$ cat config.mk
export PLATFORM = sky130hd
export DESIGN_NAME = basic_adder
export DESIGN_NICKNAME = d
export VERILOG_FILES = /design/src/rtl/basic_adder.sv
export SDC_FILE = /design/constraint.sdc
export NUM_CORES = 1
export LEC_CHECK = 0
export BUFFER_PORTS_ARGS = -buffer_cell sky130_fd_sc_hd__clkbuf_2
export CELL_PAD_IN_SITES_DETAIL_PLACEMENT = 0
export CELL_PAD_IN_SITES_GLOBAL_PLACEMENT = 1
export CORE_MARGIN = 8
export CORE_UTILIZATION = 25
export CTS_BUF_LIST = sky130_fd_sc_hd__clkbuf_8
export CTS_CLUSTER_DIAMETER = 80
export DETAILED_ROUTE_END_ITERATION = 6
export PLACE_DENSITY_LB_ADDON = 0.1
export SLEW_MARGIN = 5
export SYNTH_ARGS = -nofsm -noshare
export SYNTH_HDL_FRONTEND = slang
export SYNTH_SLANG_ARGS = --single-unit
$ cat constraint.sdc
create_clock -name clock -period 2.6 [get_ports clock]
set_input_delay 0 -clock clock [delete_from_list [all_inputs] [get_ports clock]]
set_output_delay 0 -clock clock [all_outputs]
set_load 0.03 [all_outputs]
$ cat src/rtl/basic_adder.sv
// Address-generation adder for one store-queue issue slot.
// Effective address, size/misalign decode, plus a registered copy.
module basic_adder #(
    parameter int XLEN = 32
) (
    input  logic            clock,
    input  logic            reset,
    input  logic            valid,
    input  logic [31:0]     inst,
    input  logic [XLEN-1:0] rs1_value,
    output logic [XLEN-1:0] result,
    output logic [1:0]      mem_size,
    output logic            is_mem,
    output logic            misaligned,
    output logic [XLEN-1:0] result_q,
    output logic [1:0]      mem_size_q,
    output logic            misaligned_q,
    output logic            valid_q
);

    localparam logic [6:0] OP_LOAD  = 7'b0000011;
    localparam logic [6:0] OP_STORE = 7'b0100011;

    logic [6:0]      opcode;
    logic            is_load;
    logic            is_store;
    logic [11:0]     imm12;
    logic [XLEN-1:0] imm;
    logic            size_bad;

    // rs1 specifier and the unsigned-load bit play no part in addressing
    logic            unused_fields;

    assign opcode        = inst[6:0];
    assign is_load       = (opcode == OP_LOAD);
    assign is_store      = (opcode == OP_STORE);
    assign is_mem        = is_load | is_store;
    assign mem_size      = inst[13:12];
    assign unused_fields = ^inst[19:14];

    // Pick the 12-bit immediate field by instruction format
    always_comb begin
        imm12 = 12'd0;
        unique case (1'b1)
            is_store: imm12 = {inst[31:25], inst[11:7]};
            is_load:  imm12 = inst[31:20];
            default:  imm12 = 12'd0;
        endcase
    end

    // Sign-extend and add; carry-out is intentionally dropped
    always_comb begin
        imm    = {{(XLEN-12){imm12[11]}}, imm12};
        result = rs1_value + imm;
    end

    // Low address bits must be clear for the access width; size 3 is illegal
    always_comb begin
        size_bad = 1'b0;
        case (mem_size)
            2'd0:    size_bad = 1'b0;
            2'd1:    size_bad = result[0];
            2'd2:    size_bad = |result[1:0];
            default: size_bad = 1'b1;
        endcase
        misaligned = valid & is_mem & size_bad;
    end

    // Pipeline copy for downstream consumers, captured every cycle
    always_ff @(posedge clock or posedge reset) begin
        if (reset) begin
            result_q     <= '0;
            mem_size_q   <= 2'd0;
            misaligned_q <= 1'b0;
            valid_q      <= 1'b0;
        end else begin
            result_q     <= result;
            mem_size_q   <= mem_size;
            misaligned_q <= misaligned;
            valid_q      <= valid & is_mem;
        end
    end

endmodule

* After elaboration in Yosys (flattened, before gate mapping) *
Index checks and enable logic that the tools add are counted.

storage, ports and cells
  register bits after elaboration = 36
  input port bits = 67
  logic and storage cells = 16
  output and inout bits = 72

cells by class
  equal/unequal tests = 4
  $add $sub $neg = 1
  reductions and logical operators = 2
  bitwise gates (word level) = 3
  muxes and demuxes = 2

operators by type and width
  kind                                                              number
  32-bit adder                                                      1
  12-bit one-hot mux with 2 select lines                            1
  7-bit by 2-bit == test with 1-bit output (second input constant)  1
  7-bit by 6-bit == test with 1-bit output (second input constant)  1
  1-bit one-hot mux with 3 select lines                             1
  1-bit AND                                                         2
  2-bit by 1-bit == test with 1-bit output (second input constant)  1
  2-bit == test (second input constant)                             1
  2-bit zero test                                                   1
  2-bit OR reduction                                                1
  1-bit bitwise OR                                                  1

* Depth between registers and ports, before layout *
Gate-level depths: netlist of run 1.

  depth after elaboration = 6
  gate-level depth with buffers = 14

* Least setup slack after synthesis of run 1 *
Ideal clock, no wire load.

  kind = input to register
  start = in inst[4]
  end = reg result_q[23]
  path slack = -1.753 ns
  stages = 13
  arrival time = 4.061 ns
  path buffers = 2
  cells stage by stage = nor4bb_1 -> clkbuf_1 -> nand2_1 -> inv_1 -> nand2_1 -> inv_1 -> ha_1 -> clkbuf_1 -> a21oi_1 -> o21ai_0 -> nor2_1 -> a21oi_1 -> a2111oi_0

between the ends
  longest elaborated chain between the ends = 3
  elaborated cells between the ends (all ways) = 4
  those cells by class = add/sub: 1; eq/ne: 2; mux: 1

ends and longest elaborated chain
  what                                                                                                         line    text
  from (decl)                                                                                                  9       input logic [31:0] inst,
  7-bit by 2-bit == test with 1-bit output / 7-bit by 6-bit == test with 1-bit output (equally long branches)  35, 36
  12-bit one-hot mux with 2 select lines (*)                                                                   44      unique case (1'b1)
  32-bit adder (*)                                                                                             54      result = rs1_value + imm;
  via result[23]                                                                                               11      output logic [XLEN-1:0] result,
  to (signal assigned)                                                                                         77      result_q <= result;
  to (decl)                                                                                                    15      output logic [XLEN-1:0] result_q,

The timed path passes the listed nets; every way through them passes the cells marked *.

* Final worst setup path of run 1 *
  start = in inst[0]
  end = out result[30]

between the ends
  longest elaborated chain between the ends = 3
  elaborated cells between the ends (all ways) = 4
  those cells by class = add/sub: 1; eq/ne: 2; mux: 1

ends and longest elaborated chain
  what                                                                                                         line
  7-bit by 2-bit == test with 1-bit output / 7-bit by 6-bit == test with 1-bit output (equally long branches)  35, 36
  12-bit one-hot mux with 2 select lines (*)                                                                   44
  32-bit adder (*)                                                                                             54
  to (decl)                                                                                                    11

Mark *: on every way between the ends. The rest lies on a longest branch, timed or not.

==> out/results.txt, run 1 <==
Tot GR Track Use: 0.157
Clock tree buffer depth: 2
Top-area cell type share of the netlist area: 0.288
Sequential area share after synthesis: 0.288
Critical-path cell list: clkbuf_2 -> nor4bb_4 -> buf_4 -> nand2_8 -> clkinv_4 -> nand2_4 -> clkinvlp_4 -> buf_6 -> ha_4 -> nand2_1 -> or4_4 -> a211oi_4 -> nor2_2 -> a311oi_4 -> clkbuf_8
Crit path time final: 2.91 ns
Width of the die: 128 um
Final setup fails: 18
Clock sink count: 36
Syn avg cell area: 8.63 um^2
Post-Syn Area: 3120 um^2
Cell Rows: 41
Logic pwr share: 0.382
Worst Path Max Fanout: 6
Top Ports: 139
Max incr delay on CP: 0.56 ns
Critical path startpoint: inst[0]
DIE HEIGHT: 128 um
RSZ-0062 raised after global routing: true
Total Wirelength: 13100 um
DRC viols: 0
Initial antenna violation count: 0
Root Driver: clkbuf_8
Share of cells above drive strength 1: 0.643
Vias in the first global route: 4062
Max-slew violation count: 0
Synth area leader: dfrtp_1
Post-synthesis register bit count: 36
Leakage: 3.15 nW
First-pass GRT wire length: 20600 um
CTS tree: built
Initial DRC Count: 123
CP Data Arrival Time: 2.91 ns
Min Hold Slack: 0.0718 ns
Ant. Diodes: 0
Flop pwr share: 0.331
Synth Flop Type: dfrtp_1
Failing checks: setup timing
Fmax: 0.343 GHz
Synthesized Nets: 461
Initial core utilization: 0.252
Async set-reset flop share out of synthesis: 1.00
Crit path capture: result[30]
Total number of vias: 3852
Hold Crit Class: primary input to flip-flop
Internal power: 1.18 mW
Clock-pin slew on the worst setup and hold paths: 0.08 ns
Switch Pwr: 0.636 mW
Die ar.: 16300 um^2
Status: finished with violations
Hpwl dp: 10400 um
Placement-stage cell area: 5160 um^2
Critical Path Source Type: primary input
Post-Syn Instances: 362
Core area: 12400 um^2
Area grow syn2layout: 106%
Buffers on Ports: 132
PD cells: 282 nW/um^2
Post-route ant nets: 0
Critical path's slowest cell: or4_4
CP endpoint kind: output pin
GR Overflow Total: 0
Synth unique cells: 64
Most common cell in the netlist: dfrtp_1
Total CTS buffers: 5
Design area: 6440 um^2
Worst EP required: 2.60 ns
Max-cap viol count: 0
WL per Instance: 16.0 um
Slew headroom: 0.607
Tot Pwr: 1.81 mW
Synth Warn #: 0
Post-synth EDFFs: 0
Ratio of final minimum period to clock period: 1.12
Setup WS post-layout: -0.312 ns
H-tree levels: 2
DR pass1 iterations: 4
Critical path type: primary input to output pin
Switching Share: 0.350
Vias per cell: 4.72
Nets: 742
Worst slew pin tran: 0.588 ns
Commonest cells in the netlist: 36 x dfrtp_1, 35 x nand2_1, 32 x a21oi_1
GP Congestion: 0.816
VDD IR max: 0.000171 V
Clock share of power: 0.288
Ranking of synthesized cells by area: dfrtp_1 29%, ha_1 12%, a21oi_1 5.1%
Final Hold Viols: 0
Largest net degree at the start of global routing: 23
[critical path, delay by kind of cell]
kind	cells	cell delay, ns
adder cells (fa/ha/maj)	1	0.30
AO/OA/AOI/OAI	2	0.65
buffers and inverters	6	0.92
AND/OR/NAND/NOR	6	1.04
[per-layer routing]
metal / up-vias / GRT usage / part of all wire
met5: - / 0 / 0
met4: 0 / 0.0385 / 0.010
met3: 8 / 0.0395 / 0.056
met2: 89 / 0.273 / 0.51
met1: 1833 / 0.190 / 0.43
li1: 1922 / - / -
[cell type report]
| class | instances | area [um^2] |
|---|---|---|
| Fill cell | 1212 | 5980 |
| Multi-Input combinational cell | 302 | 3070 |
| Timing Repair Buffer | 285 | 2090 |
| Sequential cell | 36 | 901 |
| Tap cell | 172 | 215 |
| Clock buffer | 5 | 68.8 |
| Inverter | 13 | 57.6 |
| Clock inverter | 3 | 38.8 |
[metrics by stage]
| stage | TNS (ns) | worst slack [ns] | utilization | instances |
|---|---|---|---|---|
| finish | -2.56 | -0.312 | 0.519 | 816 |
| CTS | -2.75 | -0.264 | 0.487 | 800 |
| global placement | -10.19 | -0.499 | 0.416 | 777 |
| floorplan | -5.97 | -0.386 | - | 362 |
| detailed placement | -10.76 | -0.540 | 0.416 | 777 |
| global route | -5.43 | -0.416 | 0.519 | 816 |
[layout by cell type (no fill, tap or decap), types with 5 or more instances in the layout]
master and count:
buf_4 132, clkbuf_2 108, dfrtp_1 36, nand2_1 28, buf_6 21, ha_4 19
clkbuf_8 18, a21o_1 15, nor2_1 14, a21oi_2 13, a21oi_1 13, inv_1 12
ha_1 11, and3_1 8, o21ai_1 8, xnor2_2 8, nand4_1 7, mux2i_1 6
and3_4 6, a21oi_4 6, o21ai_0 6, nor3_1 6, buf_8 6, nor2_2 5
nand3_1 5, o21ai_2 5, o21a_1 5, nor3_2 5, xnor2_1 5, dlygate4sd3_1 5
[power by group through the flow]
stage          sequential (mW)  combinational, mW  clock, mW
2_1_floorplan            0.683              0.271          0
3_3_place_gp             0.611              0.575          0
3_5_place_dp             0.612              0.577          0
4_1_cts                  0.601              0.660      0.555
5_1_grt                  0.605              0.743      0.570
6_report                 0.600              0.692      0.522
[logic make-up after synthesis]
logic type | count (synthesis) | synth area share
AO/OA/AOI/OAI | 117 | 0.258
AND/OR/NAND/NOR | 124 | 0.206
XOR/XNOR | 22 | 0.0617
flip-flops | 36 | 0.288
multiplexers | 7 | 0.0228
buffers and inverters | 24 | 0.0316
adder cells (fa/ha/maj) | 32 | 0.131
[registers in the layout (all words and copies together) (netlist names)]
| register | count |
|---|---|
| mem_size_q | 2 |
| misaligned_q | 1 |
| result_q | 32 |
| valid_q | 1 |
[worst min-delay path by stage]
stage            startpoint                 endpoint  slack (ns)  depth (start not counted)
2_1_floorplan      inst[12]  mem_size_q[0]$_DFF_PP0_        0.03                          0
3_3_place_gp          reset   result_q[23]$_DFF_PP0_        0.07                          2
3_5_place_dp          reset   result_q[27]$_DFF_PP0_        0.08                          2
4_1_cts        rs1_value[1]    result_q[1]$_DFF_PP0_        0.06                          2
5_1_grt        rs1_value[1]    result_q[1]$_DFF_PP0_        0.08                          2
6_report       rs1_value[1]    result_q[1]$_DFF_PP0_        0.07                          2
[timing repair]
action | in CTS | in global routing
resized for setup | 140 | 69
gates cloned | 0 | 0
pin swaps | 30 | 36
setup buffers | 13 | 17
hold endpoints to repair | 18 | 0
endpoints found under the setup margin | 27 | 27
hold buffers | 5 | 0
Power figures use the tool's default switching activity.
==> inputs of run 2 (changes only) <==
Settings changed: ABC_CLOCK_PERIOD_IN_PS from default to 3500.
Clock period 2.6 ns to 3.5 ns, I/O delays scaled along.
==> out/results.txt, run 2 (synthesized netlist as in run 1, its figures left out) <==
Ant. Diodes: 0 (unchanged)
Vias in the first global route: 3458 (-15%)
Share of cells above drive strength 1: 0.339 (-0.304)
Cell Rows: 41 (unchanged)
Finished Layout Cells: 686 (-16%)
GR Overflow Total: 0 (unchanged)
Commonest non-fill, non-tap cells in the layout: 132 x clkbuf_2, 36 x dfrtp_1, 35 x nand2_1
Setup WS post-layout: 0.346 ns (+0.658 ns)
Max-slew violation count: 0 (unchanged)
VDD IR max: 0.000168 V (-1.7%)
Critical-path cell list: clkbuf_2 -> nor4bb_1 -> nand2_1 -> inv_1 -> nand2_1 -> inv_1 -> buf_12 -> ha_1 -> buf_4 -> and4_1 -> nand3_1 -> or3_2 -> a31oi_1 -> o22ai_1 -> xnor2_2 -> clkbuf_2
Min Hold Slack: 0.0569 ns (-0.0150 ns)
Largest register FFs: 32 (unchanged)
Crit path time final: 3.15 ns
Critical path type: primary input to output pin
Clock tree buffer depth: 2 (unchanged)
Tot Pwr: 1.15 mW (-37%)
Most flop-heavy register: result_q
Slew headroom: 0.579 (-0.0279)
Critical Path Source Type: primary input
Die ar.: 16300 um^2 (unchanged)
Worst Path Max Fanout: 20 (+14)
Fmax: 0.317 GHz
Initial DRC Count: 136 (+11%)
Status: completed
Total CTS buffers: 5 (unchanged)
Total Wirelength: 11400 um (-13%)
Final setup fails: 0 (-18)
DRC viols: 0 (unchanged)
Vias per cell: 4.79 (+1.4%)
Clock-pin slew on the worst setup and hold paths: 0.08 ns (about the same)
Buffers on Ports: 132 (unchanged)
Tot GR Track Use: 0.140 (-0.0176)
Max-cap viol count: 0 (unchanged)
Root Driver: clkbuf_8
H-tree levels: 2 (unchanged)
RSZ-0062 raised after global routing: false
Leakage: 2.27 nW (-28%)
Largest regs: result_q (32), mem_size_q (2)
WL per Instance: 16.6 um (+3.5%)
Worst slew pin tran: 0.621 ns (+0.0327 ns)
Initial antenna violation count: 0 (unchanged)
Ratio of final minimum period to clock period: 0.901
CTS tree: built
Setup TNS: 0 ns (+2.56 ns)
Max incr delay on CP: 0.45 ns (-0.11 ns)
Critical path startpoint: inst[4]
Area grow syn2layout: 36.7%
Clock sink count: 36 (unchanged)
Most common cell after layout, fill and taps aside: clkbuf_2
Nets: 612 (-18%)
Total number of vias: 3284 (-15%)
Top Ports: 139 (unchanged)
Hold depth: 2 (unchanged)
PD cells: 269 nW/um^2 (-4.5%)
Worst hold start: rs1_value[1]
First-pass GRT wire length: 18000 um (-13%)
Final Hold Viols: 0 (unchanged)
CP endpoint kind: output pin
DR pass1 iterations: 4 (unchanged)
Width of the die: 128 um (unchanged)
Place WS: 0.177 ns (+0.717 ns)
Worst EP required: 3.50 ns (+0.90 ns)
GP Congestion: 0.849 (+4.1%)
# placed instances: 671 (-14%)
CP Data Arrival Time: 3.15 ns (+0.24 ns)
Post-route ant nets: 0 (unchanged)
DIE HEIGHT: 128 um (unchanged)
Largest net degree at the start of global routing: 37 (+61%)
Hpwl dp: 9370 um (-10%)
Hold EP: result_q[1]$_DFF_PP0_
Critical path's slowest cell: or3_2
Hold Crit Class: primary input to flip-flop
Core area: 12400 um^2 (unchanged)
Initial core utilization: 0.252 (unchanged)
==> run 2: changes by cell type in the layout (fill, tap and decap cells not counted), moves of 9 or more <==
cell / change
buf_4: -115
clkbuf_2: +24
buf_6: -21
ha_1: +20
a21oi_1: +19
ha_4: -19
a21oi_2: -13
o21ai_0: +13
clkbuf_8: -12
nor2_1: +9
==> run 2: layer usage <==
metal / up-vias / part of all wire / global-route usage
li1: 1670 / - / -
met4: 0 / 0.012 / 0.0427
met2: 87 / 0.47 / 0.232
met1: 1519 / 0.46 / 0.174
met5: - / 0 / 0
met3: 8 / 0.065 / 0.0341
==> run 2: per-stage QoR <==
step,util,cell area (um^2)
2_1_floorplan,-,3150
3_3_place_gp,0.331,4110
3_5_place_dp,0.331,4110
4_1_cts,0.342,4250
5_1_grt,0.344,4270
6_report,0.344,4270
==> run 2: power breakdown <==
| part | switching (mW) | internal [mW] |
|---|---|---|
| sequential | 0.00610 | 0.440 |
| combinational | 0.240 | 0.124 |
| clock | 0.183 | 0.158 |
==> run 2: final cells by class <==
class	instances	area, um^2
fill	1378	8140
inverter	13	48.8
sequential	36	901
timing repair buffer	155	858
clock buffer	6	82.6
clock inverter	2	11.3
multi-input combinational	302	2150
tap	172	215
==> run 2: worst max path at each step <==
stage	endpoint	slack, ns	cells after the start
2_1_floorplan	result_q[29]$_DFF_PP0_	0.05	14
3_3_place_gp	result[25]	0.26	12
3_5_place_dp	result[25]	0.18	12
4_1_cts	result[29]	0.16	12
5_1_grt	result[23]	0.04	13
6_report	result[28]	0.35	16
==> run 2: timing repair <==
| item | 4_1_cts | 5_1_grt |
|---|---|---|
| endpoints found under the setup margin | 0 | 5 |
| resized for setup | 0 | 2 |
| hold buffers | 5 | 0 |
| buffers inserted | 0 | 2 |
| endpoints found under the hold margin | 40 | 0 |
==> run 2: worst max-delay path: cells and delay by family <==
family                   cells  cell delay [ns]
AO/OA/AOI/OAI                2             0.45
AND/OR/NAND/NOR              6             1.45
adder cells (fa/ha/maj)      1             0.21
buffers and inverters        6             0.86
XOR/XNOR                     1             0.18
